File: config.mk
export PLATFORM = sky130hd
export DESIGN_NAME = scene_entry_table
export DESIGN_NICKNAME = d
export VERILOG_FILES = /design/src/rtl/scene_pkg.sv /design/src/rtl/table_ram.sv /design/src/rtl/scene_entry_table.sv
export SDC_FILE = /design/constraint.sdc
export NUM_CORES = 2
export LEC_CHECK = 0
export CORE_UTILIZATION = 43
export DETAILED_ROUTE_END_ITERATION = 7
export PLACE_DENSITY = 0.61
export SYNTH_ARGS = -nofsm -noshare
export SYNTH_HDL_FRONTEND = slang
export SYNTH_MEMORY_MAX_BITS = 65536
export SYNTH_SLANG_ARGS = --single-unit
File: constraint.sdc
create_clock -name clk -period 32.1 [get_ports clk]
set_input_delay 8.025 -clock clk [delete_from_list [all_inputs] [get_ports clk]]
set_output_delay 8.025 -clock clk [all_outputs]
set_load 0.01 [all_outputs]
File: src/rtl/scene_pkg.sv
// Shared definitions for the scene entry table: default geometry,
// light entry field layout and the commit engine state encoding.
package scene_pkg;

  localparam int DEF_ENTRY_W  = 192;
  localparam int DEF_DEPTH    = 8;
  localparam int DEF_RD_PORTS = 2;

  // Light entry: Q8.24 x3 position in the low half, Q8.24 x3 colour above it.
  localparam int FIELD_W = 96;
  localparam int POS_LSB = 0;
  localparam int POS_MSB = 95;
  localparam int COL_LSB = 96;
  localparam int COL_MSB = 191;

  typedef struct packed {
    logic [FIELD_W-1:0] col;
    logic [FIELD_W-1:0] pos;
  } light_t;

  typedef enum logic {
    ST_IDLE = 1'b0,
    ST_COPY = 1'b1
  } commit_state_e;

endpackage

File: src/rtl/table_ram.sv
// Single-write, single-registered-read table; reads return the pre-write
// contents when the same entry is written on the same edge.
module table_ram
  import scene_pkg::*;
#(
  parameter int  ENTRY_W = DEF_ENTRY_W,
  parameter int  DEPTH   = DEF_DEPTH,
  localparam int ID_W    = $clog2(DEPTH)
) (
  input  logic               clk,
  input  logic               rst,
  input  logic               we,
  input  logic [ID_W-1:0]    waddr,
  input  logic [ENTRY_W-1:0] wdata,
  input  logic [ID_W-1:0]    raddr,
  output logic [ENTRY_W-1:0] rdata
);

  // Contents power up cleared and are deliberately untouched by rst.
  logic [ENTRY_W-1:0] mem [DEPTH] = '{default: '0};

  logic [ENTRY_W-1:0] rdata_d;
  logic [ENTRY_W-1:0] rdata_q;

  always_comb begin
    rdata_d = '0;
    if (int'(raddr) < DEPTH) begin
      rdata_d = mem[raddr];
    end
  end

  always_ff @(posedge clk) begin
    if (we && (int'(waddr) < DEPTH)) begin
      mem[waddr] <= wdata;
    end
  end

  always_ff @(posedge clk) begin
    if (rst) begin
      rdata_q <= '0;
    end else begin
      rdata_q <= rdata_d;
    end
  end

  assign rdata = rdata_q;

endmodule

File: src/rtl/scene_entry_table.sv
// Double-buffered scene table: host fills staging, a commit engine copies a
// prefix of it into per-port active replicas that the tracers read.
module scene_entry_table
  import scene_pkg::*;
#(
  parameter int  ENTRY_W  = DEF_ENTRY_W,
  parameter int  DEPTH    = DEF_DEPTH,
  parameter int  RD_PORTS = DEF_RD_PORTS,
  localparam int ID_W     = $clog2(DEPTH)
) (
  input  logic                        clk,
  input  logic                        rst,
  input  logic                        stage_we,
  input  logic [ID_W-1:0]             stage_id,
  input  logic [ENTRY_W-1:0]          stage_data,
  input  logic                        commit_req,
  input  logic [ID_W:0]               commit_len,
  output logic                        commit_busy,
  output logic                        commit_done,
  output logic [ID_W:0]               active_count,
  input  logic [RD_PORTS*ID_W-1:0]    rd_id,
  output logic [RD_PORTS*ENTRY_W-1:0] rd_data
);

  localparam int LEN_W = ID_W + 1;
  localparam logic [LEN_W-1:0] DEPTH_LEN = LEN_W'(DEPTH);

  commit_state_e     state_d, state_q;
  logic [LEN_W-1:0]  len_d, len_q;
  logic [LEN_W-1:0]  remain_d, remain_q;
  logic [ID_W-1:0]   rd_idx_d, rd_idx_q;
  logic              wr_en_d, wr_en_q;
  logic [ID_W-1:0]   wr_idx_d, wr_idx_q;
  logic              done_d, done_q;
  logic [LEN_W-1:0]  count_d, count_q;

  logic [LEN_W-1:0]  len_clamped;
  logic [ENTRY_W-1:0] stage_rdata;

  assign len_clamped = (commit_len > DEPTH_LEN) ? DEPTH_LEN : commit_len;

  // remain_q counts staging reads still to issue; reaching zero in COPY means
  // the last read is already in flight and its write lands this cycle.
  always_comb begin
    state_d  = state_q;
    len_d    = len_q;
    remain_d = remain_q;
    rd_idx_d = rd_idx_q;
    wr_en_d  = 1'b0;
    wr_idx_d = wr_idx_q;
    done_d   = 1'b0;
    count_d  = count_q;
    case (state_q)
      ST_IDLE: begin
        if (commit_req) begin
          state_d  = ST_COPY;
          len_d    = len_clamped;
          remain_d = len_clamped;
          rd_idx_d = '0;
        end
      end
      ST_COPY: begin
        if (remain_q != '0) begin
          wr_en_d  = 1'b1;
          wr_idx_d = rd_idx_q;
          rd_idx_d = rd_idx_q + ID_W'(1);
          remain_d = remain_q - LEN_W'(1);
        end else begin
          state_d = ST_IDLE;
          done_d  = 1'b1;
          count_d = len_q;
        end
      end
      default: state_d = ST_IDLE;
    endcase
  end

  always_ff @(posedge clk) begin
    if (rst) begin
      state_q  <= ST_IDLE;
      len_q    <= '0;
      remain_q <= '0;
      rd_idx_q <= '0;
      wr_en_q  <= 1'b0;
      wr_idx_q <= '0;
      done_q   <= 1'b0;
      count_q  <= '0;
    end else begin
      state_q  <= state_d;
      len_q    <= len_d;
      remain_q <= remain_d;
      rd_idx_q <= rd_idx_d;
      wr_en_q  <= wr_en_d;
      wr_idx_q <= wr_idx_d;
      done_q   <= done_d;
      count_q  <= count_d;
    end
  end

  assign commit_busy  = (state_q == ST_COPY);
  assign commit_done  = done_q;
  assign active_count = count_q;

  table_ram #(
    .ENTRY_W (ENTRY_W),
    .DEPTH   (DEPTH)
  ) u_staging (
    .clk   (clk),
    .rst   (rst),
    .we    (stage_we & ~rst),
    .waddr (stage_id),
    .wdata (stage_data),
    .raddr (rd_idx_q),
    .rdata (stage_rdata)
  );

  // A write already in flight when rst arrives still completes; rst only
  // stops further copy traffic.
  for (genvar p = 0; p < RD_PORTS; p++) begin : g_active
    table_ram #(
      .ENTRY_W (ENTRY_W),
      .DEPTH   (DEPTH)
    ) u_active (
      .clk   (clk),
      .rst   (rst),
      .we    (wr_en_q),
      .waddr (wr_idx_q),
      .wdata (stage_rdata),
      .raddr (rd_id[p*ID_W +: ID_W]),
      .rdata (rd_data[p*ENTRY_W +: ENTRY_W])
    );
  end

endmodule

==> results.toml <==
[worst_setup_path]
worst_setup_path_end_kind = "register"
worstPathRequired_ns = 32.91
crit_arrival_ns = 13.56
critPathLaunch = "rd_id[0]"
critical_path_class = "primary input to register"
cp_max_fo = 54
cp-start-kind = "primary input"
r2r-start = "rd_idx_q[0]"

[routing]
wl_per_cell_um = 29.4
via_per_inst = 5.84
wl_met2_mm = 165
wl_met1_mm = 133
route.vias.total = 65200
drt-total-wl_mm = 329
drc = 0
ant_nets = 0
top_layer = "met5"
drtIter0Drc = 5845
firstDrtPassIters = 5
routed-wl-met3_mm = 22.9

[cts]
cts_root_buffer = "clkbuf_16"
clk_pin_slew_worst_paths_ns = 0.06
cts_tree = "yes"
numCtsBuffers = 378
clk_path_buf_depth = 4
clk_latency_ns = 0.95
cts_hold_buf = 0
cts_setup_buffers = 0
htree_levels = 5
cts.sinks = 3669
ctsResizeCount = 0

[timing]
period_needed_ns = 12.75
relSlewSlack_pct = 26.2
tightest_slew_ns = 1.11
setup_tns_ns = 0
finClkSkew_ns = 0.0679
report.final.setup_viol = 0
slew_viol_final = 0
finalHoldViolations = 0
final.period_utilization_pct = 39.7
worst_slack_ns = 19.35
rsz0062_at_grt = "no"
max_freq_mhz = 78.4
hold_ws_ns = 0.453

[logic_synthesis]
avgSynthCellArea_sq_um = 23.4
ys_warn_count = 0
yosysMostFrequentCell = "edfxtp_1"
synthTopCellsByArea = "edfxtp_1 (67%), mux4_2 (19%), dfxtp_1 (8.7%)"
yosysUniqueCellTypes = 35
syn_area_sq_um = 138000
synthCells = 5900
synthArstFlopShare_pct = 0
synth_top_cell_area_share_pct = 66.8
synth_ff_type = "edfxtp_1"
synth_top_cell_by_area = "edfxtp_1"
seq_area_frac_synth_pct = 75.5
syn-num-nets = 6111
synth_edf_count = 3072
synthTopCellsByCount = "edfxtp_1 (3072), mux4_2 (1152), dfxtp_1 (597)"
synth-seq-cells = 3669

[global_route]
grt_pass1_vias = 68700
grt_pass1_wl_mm = 478
grt_usage_pct = 20.2
grt_start_max_net_pins = 116
grt_overflow_total = 0
grt_antenna_before_repair = 120

[finish]
stdcell_count = 11200
fin_nets = 6836
syn2layout_area_growth_pct = 16.9
layout-drive-gt1-share_pct = 27.2

[hold_path]
worstHoldStart = "len_q[2]"
holdCritPathClass = "register to register"

[power_and_ir_drop]
vdd_ir_drop_max_mv = 0.0473
pwr_density_cell_nw_per_um2 = 64.4
clock_power_share_pct = 42.9
switchingPower_w = 0.00220
p_int_w = 0.00818
switching_share_pct = 21.2
combPwrFrac_pct = 5.5
power.leakage_nw = 51.5
p_seq_share_pct = 51.6
total_power_w = 0.0104

[floorplan]
die_area_sq_um = 323000
die_h_um = 569
start_util_pct = 43.3
ios = 599
num_rows = 207
die_w_um = 569
core_area_sq_um = 319000

[job]
drv_cap = 0

[placed_design]
hpwl_mm = 187
dpl_worst_slack_ns = 18.19
port_buffers = 598
place_inst = 10400
routabilityCongestion = 0.755

[outcome]
outcome = "finished clean"
[flip-flops by register name, summed over array words and instances (netlist names)]
| signal | count |
|---|---|
| u_staging.mem | 1536 |
| u_staging.rdata | 192 |
| wr_idx_q | 3 |
| remain_q | 4 |
| commit_done | 1 |
| g_active.u_active.mem | 1536 |
| active_count | 4 |
| wr_en_q | 1 |
| rd_idx_q | 3 |
| len_q | 4 |
| commit_busy | 1 |
| g_active.u_active.rdata | 384 |
[cell type report]
cell class / instances / area, sq um
Fill cell: 24900 / 157000
Sequential cell: 3669 / 104000
Multi-Input combinational cell: 1836 / 31800
Clock buffer: 522 / 10500
Timing Repair Buffer: 735 / 7140
Tap cell: 4180 / 5230
Clock inverter: 185 / 2450
Antenna cell: 37 / 92.6
Inverter: 5 / 18.8
[cells by family (layout without fill, tap and decap cells)]
group	Yosys count	count (layout)	synth area share [%]
and+or+nand+nor	77	77	0.290
other	0	37	0
adders and majority gates	2	2	0.0181
buffers and inverters	395	1447	1.62
DFF	3669	3669	75.5
muxes	1153	1153	18.8
AOI/OAI and AO/OA	604	604	3.78
[stage by stage]
stage	cell area, sq um	utilization (%)
floorplan	138000	-
global placement	148000	46.6
detailed placement	148000	46.6
CTS	161000	50.6
global route	161000	50.6
finish	161000	50.7
[cells in the final DEF, fill, tap and decap left out, types with 2 or more instances in the layout]
master	Yosys	final
clkinv_16	0	20
clkinv_1	0	39
or3_1	3	3
clkinv_8	0	2
clkdlybuf4s50_1	0	593
o21ai_0	4	4
nand3_1	8	8
a21oi_1	16	16
a211o_1	2	2
inv_6	0	4
edfxtp_1	3072	3072
clkinvlp_4	0	10
inv_16	0	4
diode_2	0	37
clkbuf_16	0	379
dfxtp_1	597	595
a22o_1	576	576
nor3_2	0	4
clkbuf_8	0	45
nor2b_4	0	3
buf_8	0	4
nor3_1	7	3
dfxtp_4	0	2
mux4_2	1152	1152
buf_4	17	128
nand2b_1	8	8
nor2_4	0	15
ha_1	2	2
buf_12	0	9
clkinv_2	0	67
nor2_1	17	2
nor3b_1	2	2
clkbuf_1	158	98
nand3b_1	5	5
inv_1	5	5
nand2_1	18	18
bufinv_16	0	38
[power by group through the flow]
| stage | combinational [W] | clock [W] | sequential [W] |
|---|---|---|---|
| finish | 0.000569 | 0.00446 | 0.00536 |
| global route | 0.000606 | 0.00474 | 0.00537 |
| CTS | 0.000580 | 0.00455 | 0.00536 |
| detailed placement | 0.000578 | 0 | 0.00546 |
| global placement | 0.000573 | 0 | 0.00545 |
| floorplan | 0.000347 | 0 | 0.00545 |
[final timing paths]
path / to / slack, ns / cells after the start
setup reg to reg: u_staging.rdata[101] / 27.08 / 6
hold / removal: active_count[2] / 0.45 / 2
hold reg to reg: active_count[2] / 0.45 / 2
setup / recovery: g_active[0].u_active.rdata[67] / 19.35 / 8
[worst max-delay path, stage by stage]
cell	delay, ns
buf_8	0.50
buf_4	0.72
buf_4	0.75
buf_4	0.76
buf_4	0.83
buf_4	0.76
mux4_2	0.60
a22o_1	0.24
[layer usage]
metal	global-route usage, %	vias to the layer above
met5	0	-
met4	4.71	82
met3	4.17	566
met2	33.8	2172
met1	27.2	35300
li1	-	27100
Note: power is estimated with default switching activity, not from simulation.
